## config.mk

```make
export PLATFORM = sky130hd
export DESIGN_NAME = pid_loop_sequencer
export DESIGN_NICKNAME = d
export VERILOG_FILES = /design/src/rtl/pid_pkg.sv /design/src/rtl/pid_gain_lut.sv /design/src/rtl/pid_loop_sequencer.sv
export SDC_FILE = /design/constraint.sdc
export NUM_CORES = 1
export LEC_CHECK = 0
export ABC_CLOCK_PERIOD_IN_PS = 8080
export CAP_MARGIN = 25
export CORE_MARGIN = 1.5
export CORE_UTILIZATION = 55
export CTS_CLUSTER_DIAMETER = 50
export DETAILED_ROUTE_END_ITERATION = 10
export GPL_ROUTABILITY_DRIVEN = 0
export PLACE_DENSITY = 0.9
export SKIP_LAST_GASP = 1
export SLEW_MARGIN = 0
export SYNTH_ARGS = -nofsm -noshare
export SYNTH_HDL_FRONTEND = slang
export SYNTH_HIERARCHICAL = 1
export SYNTH_SLANG_ARGS = --single-unit
```

## constraint.sdc

```tcl
create_clock -name clk -period 8.08 [get_ports clk]
set_input_delay 1.616 -clock clk [delete_from_list [all_inputs] [get_ports clk]]
set_output_delay 1.616 -clock clk [all_outputs]
set_load 0.05 [all_outputs]
```

## src/rtl/pid_pkg.sv

```systemverilog
// pid_pkg
// Shared definitions for the PID loop sequencer and the PID core:
//   - seq_state_t : sequencer state encoding
//   - gain_sel_t  : gain-select field of a configuration write (cfg_data[5:4])
//   - TIMEOUT_DEFAULT, GAIN_W, CODE_W : common sizes and defaults
package pid_pkg;

  typedef enum logic [1:0] {
    ST_IDLE  = 2'd0,
    ST_RUN   = 2'd1,
    ST_WAIT  = 2'd2,
    ST_FAULT = 2'd3
  } seq_state_t;

  typedef enum logic [1:0] {
    SEL_KP   = 2'b00,
    SEL_KI   = 2'b01,
    SEL_KD   = 2'b10,
    SEL_NONE = 2'b11
  } gain_sel_t;

  localparam int TIMEOUT_DEFAULT = 255;
  localparam int GAIN_W          = 9;
  localparam int CODE_W          = 4;

endpackage

```

## src/rtl/pid_gain_lut.sv

```systemverilog
// pid_gain_lut
// Combinational decode of a 4-bit gain code into a 9-bit gain (gain x50).
// Codes 0..10 are linear (5 per step); 11..15 give a coarse high range.
// Ports:
//   code : 4-bit gain code
//   gain : decoded 9-bit gain
module pid_gain_lut
  import pid_pkg::*;
(
  input  logic [CODE_W-1:0] code,
  output logic [GAIN_W-1:0] gain
);

  // Linear region is computed, the coarse high range is tabulated.
  always_comb begin
    gain = '0;
    case (code)
      4'd11:   gain = 9'd100;
      4'd12:   gain = 9'd150;
      4'd13:   gain = 9'd250;
      4'd14:   gain = 9'd350;
      4'd15:   gain = 9'd500;
      default: gain = GAIN_W'(code) * GAIN_W'(5);
    endcase
  end

endmodule

```

## src/rtl/pid_loop_sequencer.sv

```systemverilog
// pid_loop_sequencer
// Loads the three PID gains while idle, then paces the PID core: every
// P_eff+1 cycles (P_eff = max(period, 2)) it issues a one-cycle core_start
// and waits for core_done. Missed sample ticks raise the sticky overrun
// flag; a core that never answers within TIMEOUT cycles raises fault.
// Ports:
//   clk, rst          : clock, asynchronous active-high reset
//   enable            : run request
//   cfg_valid/ready   : gain-write handshake, cfg_data = {2'bx, sel[1:0], code[3:0]}
//   period            : sample interval minus 1
//   core_start/done   : start strobe to / completion pulse from the PID core
//   kp, ki, kd        : decoded gains
//   gains_valid       : all three gains written since reset
//   busy              : sequencer in RUN or WAIT
//   overrun, fault    : sticky missed-tick flag, core timeout flag
//   clear_fault       : clears fault (in FAULT) and overrun (in FAULT or IDLE)
module pid_loop_sequencer
  import pid_pkg::*;
#(
  parameter int TIMEOUT  = TIMEOUT_DEFAULT,
  parameter int PERIOD_W = 16
) (
  input  logic                clk,
  input  logic                rst,
  input  logic                enable,
  input  logic                cfg_valid,
  output logic                cfg_ready,
  input  logic [7:0]          cfg_data,
  input  logic [PERIOD_W-1:0] period,
  output logic                core_start,
  input  logic                core_done,
  output logic [GAIN_W-1:0]   kp,
  output logic [GAIN_W-1:0]   ki,
  output logic [GAIN_W-1:0]   kd,
  output logic                gains_valid,
  output logic                busy,
  output logic                overrun,
  output logic                fault,
  input  logic                clear_fault
);

  localparam int TO_W = $clog2(TIMEOUT + 1);

  seq_state_t          state, state_next;
  logic [PERIOD_W-1:0] per_cnt, per_cnt_next, p_eff;
  logic [TO_W-1:0]     to_cnt, to_cnt_next;
  logic [2:0]          mask, mask_next;
  logic [GAIN_W-1:0]   kp_next, ki_next, kd_next, lut_gain;
  logic                start_next, overrun_next;
  logic                cfg_fire, tick, timeout_hit;
  logic                unused_cfg_bits;

  assign unused_cfg_bits = ^cfg_data[7:6];

  pid_gain_lut u_gain_lut (
    .code (cfg_data[3:0]),
    .gain (lut_gain)
  );

  assign cfg_fire    = cfg_valid && cfg_ready;
  // Periods below 2 are clamped so a start always has room around it.
  assign p_eff       = (period < PERIOD_W'(2)) ? PERIOD_W'(2) : period;
  assign tick        = ((state == ST_RUN) || (state == ST_WAIT)) && (per_cnt == '0);
  // to_cnt is 0 in the first WAIT cycle, so TIMEOUT-1 marks the last allowed one.
  assign timeout_hit = (to_cnt == TO_W'(TIMEOUT - 1));

  // All outputs are registered; the flag outputs are derived from the
  // next state so they line up with the state register.
  always_ff @(posedge clk or posedge rst) begin
    if (rst) begin
      state       <= ST_IDLE;
      per_cnt     <= '0;
      to_cnt      <= '0;
      mask        <= '0;
      kp          <= '0;
      ki          <= '0;
      kd          <= '0;
      core_start  <= 1'b0;
      gains_valid <= 1'b0;
      busy        <= 1'b0;
      overrun     <= 1'b0;
      fault       <= 1'b0;
      cfg_ready   <= 1'b0;
    end else begin
      state       <= state_next;
      per_cnt     <= per_cnt_next;
      to_cnt      <= to_cnt_next;
      mask        <= mask_next;
      kp          <= kp_next;
      ki          <= ki_next;
      kd          <= kd_next;
      core_start  <= start_next;
      gains_valid <= &mask_next;
      busy        <= (state_next == ST_RUN) || (state_next == ST_WAIT);
      overrun     <= overrun_next;
      fault       <= (state_next == ST_FAULT);
      cfg_ready   <= (state_next == ST_IDLE);
    end
  end

  // Next-state and datapath decisions. In WAIT the priority is
  // core_done > timeout > tick.
  always_comb begin
    state_next   = state;
    per_cnt_next = per_cnt;
    to_cnt_next  = to_cnt;
    mask_next    = mask;
    kp_next      = kp;
    ki_next      = ki;
    kd_next      = kd;
    start_next   = 1'b0;
    overrun_next = overrun;

    case (state)
      ST_IDLE: begin
        if (clear_fault) begin
          overrun_next = 1'b0;
        end
        if (cfg_fire) begin
          case (gain_sel_t'(cfg_data[5:4]))
            SEL_KP: begin
              kp_next      = lut_gain;
              mask_next[0] = 1'b1;
            end
            SEL_KI: begin
              ki_next      = lut_gain;
              mask_next[1] = 1'b1;
            end
            SEL_KD: begin
              kd_next      = lut_gain;
              mask_next[2] = 1'b1;
            end
            default: ;
          endcase
        end else if (enable && gains_valid) begin
          state_next   = ST_RUN;
          per_cnt_next = p_eff;
        end
      end

      ST_RUN: begin
        per_cnt_next = tick ? p_eff : per_cnt - PERIOD_W'(1);
        if (!enable) begin
          state_next = ST_IDLE;
        end else if (tick) begin
          start_next  = 1'b1;
          to_cnt_next = '0;
          state_next  = ST_WAIT;
        end
      end

      ST_WAIT: begin
        per_cnt_next = tick ? p_eff : per_cnt - PERIOD_W'(1);
        to_cnt_next  = to_cnt + TO_W'(1);
        if (core_done) begin
          if (!enable) begin
            state_next = ST_IDLE;
          end else if (tick) begin
            // The finished sample and the new tick share this edge, so the
            // pass through RUN collapses and the next start goes out now.
            start_next  = 1'b1;
            to_cnt_next = '0;
          end else begin
            state_next = ST_RUN;
          end
        end else if (timeout_hit) begin
          state_next = ST_FAULT;
        end else if (tick) begin
          overrun_next = 1'b1;
        end
      end

      ST_FAULT: begin
        if (clear_fault) begin
          state_next   = ST_IDLE;
          overrun_next = 1'b0;
        end
      end

      default: state_next = ST_IDLE;
    endcase
  end

endmodule

```

After elaboration in Yosys (flattened, before gate mapping)
Index checks and enable logic that the tools add are counted.
W data, S select, Z words.
{"block": "word_totals", "regBits": 62, "latchBits": 0, "mem_bits_rw": 0, "romBits": 0, "input_bits": 30, "out_inout_bits": 33, "elab_cells": 96, "mem_count": 0}
{"block": "op_classes", "addsub": 2, "multipliers": 1, "n_div": 0, "n_lt_le_gt_ge": 1, "eq_ne": 22, "shifts": 0, "mux": 36, "n_bitwise": 0, "reduce_logical": 21}
{"cell": "$mux W16", "n": 4}
{"cell": "$pmux W9 S5", "n": 1}
{"cell": "$mux W8", "n": 5}
{"cell": "$pmux W16 S2", "n": 1}
{"cell": "$eq A4 B4 Y1 const B", "n": 5}
{"cell": "$mux W2", "n": 9}
{"cell": "$reduce_and A3 Y1", "n": 6}
{"cell": "$logic_not A16 Y1", "n": 1}
{"cell": "$lt A16 B2 Y1 const B", "n": 1}
{"cell": "$pmux W8 S2", "n": 1}
{"cell": "$sub A16 B1 Y16 const B", "n": 1}
{"cell": "$ne A2 B2 Y1 const B", "n": 7}
{"cell": "$eq A2 B2 Y1 const B", "n": 5}
{"cell": "$mux W1", "n": 10}
{"cell": "$add A8 B1 Y8 const B", "n": 1}
{"cell": "$eq A8 B8 Y1 const B", "n": 1}
{"cell": "$pmux W2 S4", "n": 1}
{"cell": "$mul A4 B3 Y7 const B", "n": 1}
{"cell": "$eq A2 B1 Y1 const B", "n": 3}
{"cell": "$logic_not A2 Y1", "n": 3}
{"cell": "$mux W3", "n": 2}
{"cell": "$reduce_bool A2 Y1", "n": 3}
{"cell": "$reduce_and A5 Y1", "n": 1}
{"cell": "$pmux W1 S2", "n": 2}
{"cell": "other kinds (4)", "n": 8}

Longest topological paths before layout
Gate-level depths: netlist (run 1).
{"block": "depth", "ltp_word": 9, "ltp_mapped": 8}

Hierarchy
The synthesis (run 1) kept the hierarchy.
{"mod": "pid_loop_sequencer", "instances": 1, "cells_each": 312, "area_each_um2": 3230.6}
{"mod": "pid_gain_lut", "instances": 1, "cells_each": 31, "area_each_um2": 209.0}

Least setup slack after synthesis (run 1)
OpenSTA, ideal clock, no wires.
{"block": "synth_path", "path_type": "input to register", "start": "input cfg_data[1]", "end": "register ki[5]", "setup_time_ps": 125, "t_arrival_ps": 2911, "required_time_ps": 7955, "slack_ps": 5045, "path_stages": 5, "n_path_buf": 0, "cell_sequence": "ha_1 -> ha_1 -> fa_1 -> o21a_1 -> mux2_2"}
{"block": "synth_via", "elab_chain_cells": 2}
{"item": "from (decl)", "line_no": "pid_loop_sequencer.sv:28", "rtl": "input logic [7:0] cfg_data,"}
{"item": "$mul A4 B3 Y7 or $eq A4 B4 Y1 (tied branches)", "line_no": "pid_gain_lut.sv:23, pid_gain_lut.sv:17"}
{"item": "$pmux W9 S5 *", "line_no": "pid_gain_lut.sv:17", "rtl": "case (code)"}
{"item": "via lut_gain[5]", "line_no": "pid_loop_sequencer.sv:48", "rtl": "logic [GAIN_W-1:0] kp_next, ki_next, kd_next, lut_gain;"}
{"item": "to (signal assigned)", "line_no": "pid_loop_sequencer.sv:90", "rtl": "ki <= ki_next;"}
{"item": "to (decl)", "line_no": "pid_loop_sequencer.sv:33", "rtl": "output logic [GAIN_W-1:0] ki,"}
Mark *: on every way through the listed nets, which the timed path passes. The rest lies on a longest branch.
A chain may end at the register's enable or synchronous reset.

Worst setup path after layout (run 1)
{"block": "layout_path", "start": "input cfg_data[3]", "end": "register ki[5]"}
The elaborated chain is that of the path after synthesis.

==> flow_metrics.env, run 1 <==
export IMPL_cpLargestDelayFamily="adder cells"
export IMPL_min_path_type="flop to flop"
export IMPL_area_delta_synth_final_pct=25.7
export IMPL_initial_utilization_pct=57.4
export IMPL_wl_per_cell_um=16.4
export IMPL_cp_arrival_ns=3.89
export IMPL_layout_nets=448
export IMPL_ant_nets=0
export IMPL_rows=28
export IMPL_ys_ff_latch=62
export IMPL_dr_pass1_iters=7
export IMPL_mostFrequentLayoutCells="dfrtp_1 (62), clkdlybuf4s50_1 (60), a21oi_1 (30), mux2_2 (28), o21ai_0 (22)"
export IMPL_grt_pass1_wl_um=13100
export IMPL_ios=63
export IMPL_drc=0
export IMPL_synth_fp_nets=387
export IMPL_num_vias=2946
export IMPL_clockBufferDepth=2
export IMPL_port_buffers=60
export IMPL_cts_tree="done"
export IMPL_yosysTopAreaCellShare_pct=45.1
export IMPL_path_common_cell="ha_1"
export IMPL_clock_skew_ns=0.00646
export IMPL_rr_startpoint="state[0]$_DFF_PP0_"
export IMPL_synth_warnings=6
export IMPL_cts_root_buffer="clkbuf_8"
export IMPL_crit_chain="clkdlybuf4s50_1 -> ha_1 -> ha_1 -> fa_1 -> o211ai_1 -> o21a_1 -> mux2_2"
export IMPL_critPathKind="input port to flop"
export IMPL_grt_start_max_net_pins=63
export IMPL_gr_total_overflow=0
export IMPL_required_ns=8.36
export IMPL_drtIter0Drc=254
export IMPL_crit_fanout=10
export IMPL_vias_per_cell=6.10
export IMPL_layout_min_cycle_time_ns=3.60
export IMPL_final_common_cell="dfrtp_1"
export IMPL_grt_pass1_vias=2793
export IMPL_dieArea_sq_mm=0.00674
export IMPL_cts_clk_slew_worst_paths_ns=0.07
export IMPL_worstSetupPathDepth=7
export IMPL_tightest_slew_ns=0.937
export IMPL_syn_area_per_cell_sq_um=10.0
export IMPL_dp_hpwl_um=5510
export IMPL_hold_viol_final=0
export IMPL_worstSkewPairLatency_ns=0.34
export IMPL_core_sq_mm=0.00599
export IMPL_startpoint_type="input port"
export IMPL_cts_made_buffers=9
export IMPL_crit_buf_inv=1
export IMPL_fin_tns_setup_ns=0
export IMPL_end_kind="flop"
export IMPL_startpoint="cfg_data[3]"
export IMPL_timing_rr_end="to_cnt[5]$_DFFE_PP0P_"
export IMPL_outcome="complete, no violations"
export IMPL_dieHeight_um=82.1
export IMPL_ctsResizeCount=0
export IMPL_yosysTopAreaCell="dfrtp_1"
export IMPL_fmax_mhz=278
export IMPL_synthCells=343
export IMPL_postCtsHoldBufs=0
export IMPL_final_core_util_pct=72.2
export IMPL_drive_above_1_share_pct=14.7
export IMPL_clock_sinks=62
export IMPL_peakVddDrop_uv=277
export IMPL_p_per_area_mw_per_mm2=440
export IMPL_die_w_um=82.1
export IMPL_cpPeakStageDelay_ns=0.69
export IMPL_setup_viol_count_final=0
export IMPL_crit_slowest_cell="clkdlybuf4s50_1"
export IMPL_drv_cap=0
export IMPL_antenna_found_initial=0
export IMPL_yosysSeqAreaShare_pct=45.1
export IMPL_leakage_nw=1.83
export IMPL_ff2ff_path_depth=7
export IMPL_antenna_cells=0
export IMPL_endpoint="ki[5]$_DFFE_PP0P_"
export IMPL_htreeDepth=3
export IMPL_synthFlopType="dfrtp_1"
export IMPL_timing_final_crit_share_pct=44.6
export IMPL_yosys_top_cells_area="dfrtp_1 (45%), mux2_2 (9.2%), ha_1 (4.7%)"
export IMPL_synth_edff_count=0
export IMPL_reg2reg_slack_ns=5.16
export IMPL_slew_headroom_pct=37.5
export IMPL_wirelength_um=7920
export IMPL_yosysUniqueCellTypes=59
export IMPL_grt_usage_pct=26.0
export IMPL_synth_area_sq_mm=0.00344
export IMPL_rsz0062_at_grt="no"
export IMPL_postCtsSetupRepairBufs=0
export IMPL_async_flop_share_pct=100
export IMPL_maxSlewViolCount=0
[sequential cells by signal, summed over array words and instances (netlist names), 2 cells and up]
| register | flops |
|---|---|
| mask | 3 |
| kd | 9 |
| to_cnt | 8 |
| state | 2 |
| ki | 9 |
| kp | 9 |
| per_cnt | 16 |
[synthesized netlist by cell type (3+ instances only)]
cell type	count
a31oi_1	4
dfrtp_1	62
inv_1	19
and3_1	4
o21ai_0	22
or2_2	3
a21oi_1	30
o21ai_1	3
or3_1	4
o22ai_1	5
a21o_1	3
nand2_1	15
nor2_1	19
nand3_1	10
nor4_1	8
nor3_1	11
o31ai_1	4
a21boi_0	4
o21a_1	3
a22oi_1	4
clkbuf_1	7
mux2_2	28
ha_1	13
buf_2	5
nand2b_1	4
nand4_1	5
[kinds of logic after synthesis]
kind of cell,after synthesis,share of synthesized area [%]
multiplexers,29,9.46
AND/OR/NAND/NOR,103,16.9
buffers and inverters,33,4.00
flip-flops,62,45.1
AO/OA/AOI/OAI,101,19.0
XOR/XNOR,1,0.255
adder cells (fa/ha/maj),14,5.31
[metal layers]
layer | global-route usage [%] | wire (um)
met1 | 33.9 | 3390
met5 | 0 | 0
met4 | 11.2 | 108
met2 | 42.4 | 4000
met3 | 4.78 | 418
[power by group]
group | switching (W) | internal, W | leakage [nW]
sequential | 0.000109 | 0.000453 | 0.761
combinational | 0.000647 | 0.000384 | 0.955
clock | 0.000119 | 0.000189 | 0.109
[layout make-up]
| cell class | instances | area (sq um) |
|---|---|---|
| Multi-Input combinational cell | 248 | 1750 |
| Fill cell | 404 | 1670 |
| Sequential cell | 62 | 1550 |
| Timing Repair Buffer | 64 | 634 |
| Clock buffer | 12 | 155 |
| Tap cell | 75 | 93.8 |
| Inverter | 19 | 71.3 |
| Clock inverter | 3 | 67.6 |
[worst min path at each step]
stage                         to  depth (start not counted)         startpoint
6_report       mask[1]$_DFF_PP0_                          1  mask[1]$_DFF_PP0_
5_1_grt        mask[1]$_DFF_PP0_                          1  mask[1]$_DFF_PP0_
4_1_cts        mask[1]$_DFF_PP0_                          1  mask[1]$_DFF_PP0_
3_5_place_dp   mask[1]$_DFF_PP0_                          1  mask[1]$_DFF_PP0_
3_3_place_gp   mask[1]$_DFF_PP0_                          1  mask[1]$_DFF_PP0_
2_1_floorplan  mask[1]$_DFF_PP0_                          1  mask[1]$_DFF_PP0_
[per-stage QoR]
step	instance area, sq um	setup slack, ns	hold WS [ns]	power [W]	std cells
after floorplan	3440	4.92	0.421	0.00129	343
after global placement	4090	4.30	0.433	0.00154	467
after detailed placement	4100	4.23	0.434	0.00158	468
after CTS	4320	4.59	0.452	0.00190	483
after global routing	4320	4.40	0.460	0.00202	483
final	4320	4.48	0.454	0.00190	483
Power figures use the tool's default switching activity.
==> run 2: changes to the inputs <==
Settings changed: ABC_CLOCK_PERIOD_IN_PS 8080 to 3100, CORE_UTILIZATION 55 to 48, PLACE_DENSITY 0.9 to 0.84.
Clock period 8.08 ns to 3.1 ns, I/O delays scaled along.
==> run 2 against run 1 <==
Combinational power rose to 2.6 times the previous value. Critical path depth unchanged. Sequential cell count is the same. Core utilization down 8.2 points. Clock power increased by 140%. Clock skew barely moved. Cell area is 1.7% higher. Sequential power rose to 2.6 times the previous value.
==> flow_metrics.env, run 2 (synthesis results as in run 1) <==
export IMPL_antenna_cells=0
export IMPL_timing_final_crit_share_pct=86.7
export IMPL_vias_per_cell=5.70
export IMPL_port_buffers=60
export IMPL_antenna_found_initial=0
export IMPL_p_total_w=0.00487
export IMPL_required_ns=3.37
export IMPL_cpLargestDelayFamily="simple AND/OR/NAND/NOR gates"
export IMPL_maxSlewViolCount=0
export IMPL_initial_utilization_pct=50.1
export IMPL_hold_viol_final=0
export IMPL_dieArea_sq_mm=0.00768
export IMPL_ff_latch_area_sq_mm=0.00155
export IMPL_area_delta_synth_final_pct=27.9
export IMPL_gr_total_overflow=0
export IMPL_drtIter0Drc=124
export IMPL_dr_pass1_iters=4
export IMPL_postCtsHoldBufs=0
export IMPL_multi_input_area_sq_mm=0.00175
export IMPL_dp_slack_ns=0.453
export IMPL_dp_hpwl_um=5540
export IMPL_crit_slowest_cell="or4_1"
export IMPL_wl_per_cell_um=14.6
export IMPL_layout_min_cycle_time_ns=2.69
export IMPL_peakVddDrop_uv=552
export IMPL_num_vias=2916
export IMPL_startpoint_type="flop"
export IMPL_crit_fanout=10
export IMPL_cts_clk_slew_worst_paths_ns=0.07
export IMPL_grt_start_max_net_pins=63
export IMPL_dieHeight_um=87.7
export IMPL_cpPeakStageDelay_ns=0.54
export IMPL_cts_tree="done"
export IMPL_ctsResizeCount=0
export IMPL_fmax_mhz=372
export IMPL_p_per_area_mw_per_mm2=1110
export IMPL_largest_reg_flops=16
export IMPL_cts_made_buffers=9
export IMPL_core_sq_mm=0.00687
export IMPL_drive_above_1_share_pct=16.6
export IMPL_clockBufferDepth=2
export IMPL_final_common_cell="dfrtp_1"
export IMPL_cts_root_buffer="clkbuf_8"
export IMPL_setup_slack_ns=0.412
export IMPL_layout_nets=455
export IMPL_leakage_nw=1.85
export IMPL_grt_pass1_wl_um=12700
export IMPL_tightest_slew_ns=0.621
export IMPL_nFillCells=581
export IMPL_crit_buf_inv=1
export IMPL_critPathKind="flop to flop"
export IMPL_htreeDepth=3
export IMPL_drv_cap=0
export IMPL_cp_arrival_ns=2.95
export IMPL_rsz0062_at_grt="no"
export IMPL_postCtsSetupRepairBufs=0
export IMPL_slew_headroom_pct=58.5
export IMPL_ant_nets=0
export IMPL_end_kind="flop"
export IMPL_fin_tns_setup_ns=0
export IMPL_min_path_type="flop to flop"
export IMPL_largest_register="per_cnt"
export IMPL_ios=63
export IMPL_clock_skew_ns=0.00651
export IMPL_crit_chain="inv_1 -> ha_1 -> or4bb_1 -> nor4_4 -> a21oi_2 -> or4_1 -> a21boi_1"
export IMPL_die_w_um=87.7
export IMPL_rows=30
export IMPL_outcome="complete, no violations"
export IMPL_clock_sinks=62
export IMPL_grt_usage_pct=21.2
export IMPL_wirelength_um=7470
export IMPL_mostFrequentLayoutCells="dfrtp_1 (62), clkdlybuf4s50_1 (60), a21oi_1 (30), mux2_2 (28), o21ai_0 (22)"
export IMPL_drc=0
export IMPL_grt_pass1_vias=2832
export IMPL_worstSkewPairLatency_ns=0.34
export IMPL_setup_viol_count_final=0
==> run 2: metrics by stage <==
step | hold WS (ns) | utilization (%) | instance area (sq um) | instances
2_1_floorplan | 0.421 | - | 3440 | 343
3_3_place_gp | 0.435 | 61.0 | 4190 | 496
3_5_place_dp | 0.444 | 61.0 | 4190 | 496
4_1_cts | 0.460 | 64.0 | 4400 | 512
5_1_grt | 0.471 | 64.0 | 4400 | 512
6_report | 0.456 | 64.0 | 4400 | 512
==> run 2: path summary, 6_finish.rpt <==
kind,endpoint,start,slack (ns),depth (start not counted)
max reg2reg,to_cnt[5]$_DFFE_PP0P_,state[0]$_DFF_PP0_,0.41,7
min,mask[1]$_DFF_PP0_,mask[1]$_DFF_PP0_,0.46,1
min in group asynchronous,per_cnt[5]$_DFFE_PP0P_,rst,0.65,3
min reg2reg,mask[1]$_DFF_PP0_,mask[1]$_DFF_PP0_,0.46,1
max in group asynchronous,overrun$_DFFE_PP0P_,rst,2.18,3
max,to_cnt[5]$_DFFE_PP0P_,state[0]$_DFF_PP0_,0.41,7
==> run 2: final cells by class <==
| type | count | share of cell area (%) |
|---|---|---|
| Multi-Input combinational cell | 248 | 39.8 |
| Sequential cell | 62 | 35.3 |
| Timing Repair Buffer | 71 | 15.8 |
| Clock buffer | 11 | 3.44 |
| Tap cell | 96 | 2.73 |
| Inverter | 19 | 1.62 |
| Clock inverter | 5 | 1.31 |
==> run 2: report_power, final <==
group	switching, W	internal (W)
sequential	0.000289	0.00118
clock	0.000316	0.000413
combinational	0.00164	0.00102
total	0.00225	0.00261
==> run 2: per-layer routing <==
| layer | GRT usage, % | wire [um] | vias to the layer above |
|---|---|---|---|
| li1 | - | - | 1412 |
| met1 | 26.4 | 3350 | 1426 |
| met2 | 36.2 | 3680 | 67 |
| met3 | 4.62 | 311 | 11 |
| met4 | 8.23 | 125 | 0 |
| met5 | 0 | 0 | - |
==> run 3: changes to the inputs <==
Settings changed: CORE_UTILIZATION 48 to 39, PLACE_DENSITY 0.84 to 0.72.
==> run 3 against run 2 <==
First-iteration DRC count up 18%. Die area up 22%. Clock power down 9.7%. Sequential cell count unchanged. Core utilization down 13 points. Worst hold slack worse by 0.0021 ns. Clock-buffer cell count down 1. Non-clock buffer count down 1. Highest routed layer unchanged.
==> flow_metrics.env, run 3 (synthesis results as in run 1) <==
export IMPL_vias_per_cell=5.61
export IMPL_timing_final_crit_share_pct=86.8
export IMPL_outcome="complete, no violations"
export IMPL_clockBufferDepth=2
export IMPL_timing_rr_end="to_cnt[5]$_DFFE_PP0P_"
export IMPL_p_per_area_mw_per_mm2=1100
export IMPL_maxSlewViolCount=0
export IMPL_slew_headroom_pct=53.4
export IMPL_ff_latch_area_sq_mm=0.00155
export IMPL_required_ns=3.38
export IMPL_ctsResizeCount=0
export IMPL_cpPeakStageDelay_ns=0.52
export IMPL_clock_skew_ns=0.00874
export IMPL_layout_nets=454
export IMPL_area_delta_synth_final_pct=27.0
export IMPL_peakVddDrop_uv=555
export IMPL_cts_made_buffers=9
export IMPL_antenna_found_initial=0
export IMPL_cts_clk_slew_worst_paths_ns=0.07
export IMPL_cts_tree="done"
export IMPL_pwr_share_seq_pct=30.6
export IMPL_hp_start="mask[0]$_DFF_PP0_"
export IMPL_worstSkewPairLatency_ns=0.35
export IMPL_grt_usage_pct=18.1
export IMPL_setup_viol_count_final=0
export IMPL_multi_input_area_sq_mm=0.00175
export IMPL_p_total_w=0.00482
export IMPL_layout_min_cycle_time_ns=2.69
export IMPL_p_clk_share_pct=13.7
export IMPL_initial_utilization_pct=39.8
export IMPL_min_path_type="flop to flop"
export IMPL_postCtsSetupRepairBufs=0
export IMPL_ant_nets=0
export IMPL_fin_tns_setup_ns=0
export IMPL_drive_above_1_share_pct=16.4
export IMPL_cp_arrival_ns=2.97
export IMPL_gr_total_overflow=0
export IMPL_htreeDepth=3
export IMPL_grt_pass1_vias=2850
export IMPL_ios=63
export IMPL_startpoint_type="flop"
export IMPL_nFillCells=820
export IMPL_power_switching_w=0.00231
export IMPL_hold_slack_ns=0.454
export IMPL_combPwrFrac_pct=55.7
export IMPL_core_sq_mm=0.00864
export IMPL_drtIter0Drc=146
export IMPL_port_buffers=60
export IMPL_drc=0
export IMPL_rr_startpoint="state[0]$_DFF_PP0_"
export IMPL_wl_per_cell_um=15.4
export IMPL_dpl_cell_area_sq_mm=0.00418
export IMPL_reg2reg_slack_ns=0.41
export IMPL_dp_hpwl_um=5900
export IMPL_antenna_cells=0
export IMPL_switching_share_pct=47.8
export IMPL_min_to="mask[0]$_DFF_PP0_"
export IMPL_dieHeight_um=96.9
export IMPL_drv_cap=0
export IMPL_fmax_mhz=372
export IMPL_cts_root_buffer="clkbuf_8"
export IMPL_clock_sinks=62
export IMPL_wirelength_um=8050
export IMPL_grt_start_max_net_pins=28
export IMPL_leakage_nw=1.84
export IMPL_postCtsHoldBufs=0
export IMPL_crit_slowest_cell="or4bb_1"
export IMPL_ff2ff_path_depth=7
export IMPL_rsz0062_at_grt="no"
export IMPL_crit_chain="inv_1 -> ha_1 -> or4bb_1 -> nor4_4 -> a21oi_2 -> or4_1 -> a21boi_1"
export IMPL_largest_register="per_cnt"
export IMPL_critPathKind="flop to flop"
export IMPL_setup_slack_ns=0.410
export IMPL_rows=34
export IMPL_p_int_w=0.00251
export IMPL_tightest_slew_ns=0.692
export IMPL_min_path_cells=1
export IMPL_dieArea_sq_mm=0.00939
export IMPL_hold_viol_final=0
export IMPL_mostFrequentLayoutCells="dfrtp_1 (62), clkdlybuf4s50_1 (60), a21oi_1 (30), mux2_2 (28), o21ai_0 (22)"
export IMPL_die_w_um=96.9
export IMPL_end_kind="flop"
export IMPL_crit_fanout=10
export IMPL_num_vias=2932
export IMPL_dr_pass1_iters=4
export IMPL_final_common_cell="dfrtp_1"
export IMPL_grt_pass1_wl_um=13800
export IMPL_design_area_sq_mm=0.00437
export IMPL_largest_reg_flops=16
export IMPL_dp_slack_ns=0.429
run 3: worst max-delay path by stage:
stage | cells past startpoint | slack [ns] | start | endpoint
3_5_place_dp | 7 | 0.43 | state[0]$_DFF_PP0_ | to_cnt[5]$_DFFE_PP0P_
5_1_grt | 7 | 0.24 | state[0]$_DFF_PP0_ | to_cnt[5]$_DFFE_PP0P_
4_1_cts | 7 | 0.41 | state[0]$_DFF_PP0_ | to_cnt[5]$_DFFE_PP0P_
2_1_floorplan | 8 | 0.51 | state[0]$_DFF_PP0_ | to_cnt[5]$_DFFE_PP0P_
6_report | 7 | 0.41 | state[0]$_DFF_PP0_ | to_cnt[5]$_DFFE_PP0P_
3_3_place_gp | 7 | 0.48 | state[0]$_DFF_PP0_ | to_cnt[5]$_DFFE_PP0P_
run 3: metrics by stage:
step	util (%)	cells
after global placement	48.4	507
after global routing	50.6	523
after detailed placement	48.4	507
final	50.6	523
after CTS	50.6	523
after floorplan	-	343
run 3: layout make-up:
class	instances	share of cell area [%]
inverter	19	1.63
sequential	62	35.5
timing repair buffer	70	15.5
tap	108	3.09
clock inverter	6	1.03
clock buffer	10	3.15
multi-input combinational	248	40.1
run 3: power by group through the flow:
stage | registers [W] | clock network, W | logic (W)
after CTS | 0.00147 | 0.000679 | 0.00269
final | 0.00147 | 0.000659 | 0.00269
after detailed placement | 0.00148 | 0 | 0.00268
after floorplan | 0.00213 | 0 | 0.00124
after global routing | 0.00153 | 0.000716 | 0.00292
after global placement | 0.00146 | 0 | 0.00263
run 3: routing by layer:
layer	part of all wire [%]	vias to the layer above	global-route usage, %
li1	-	1415	-
met1	46	1432	24.6
met2	48	76	28.1
met3	4.4	9	3.61
met4	1.5	0	7.92
met5	0	-	0
run 3: critical path, delay by kind of cell (launching register included):
family / cells / cell delay (ns)
AOI/OAI and AO/OA: 2 / 0.34
adders and majority gates: 1 / 0.32
buffers and inverters: 1 / 0.14
DFF: 1 / 0.48
and+or+nand+nor: 3 / 1.33
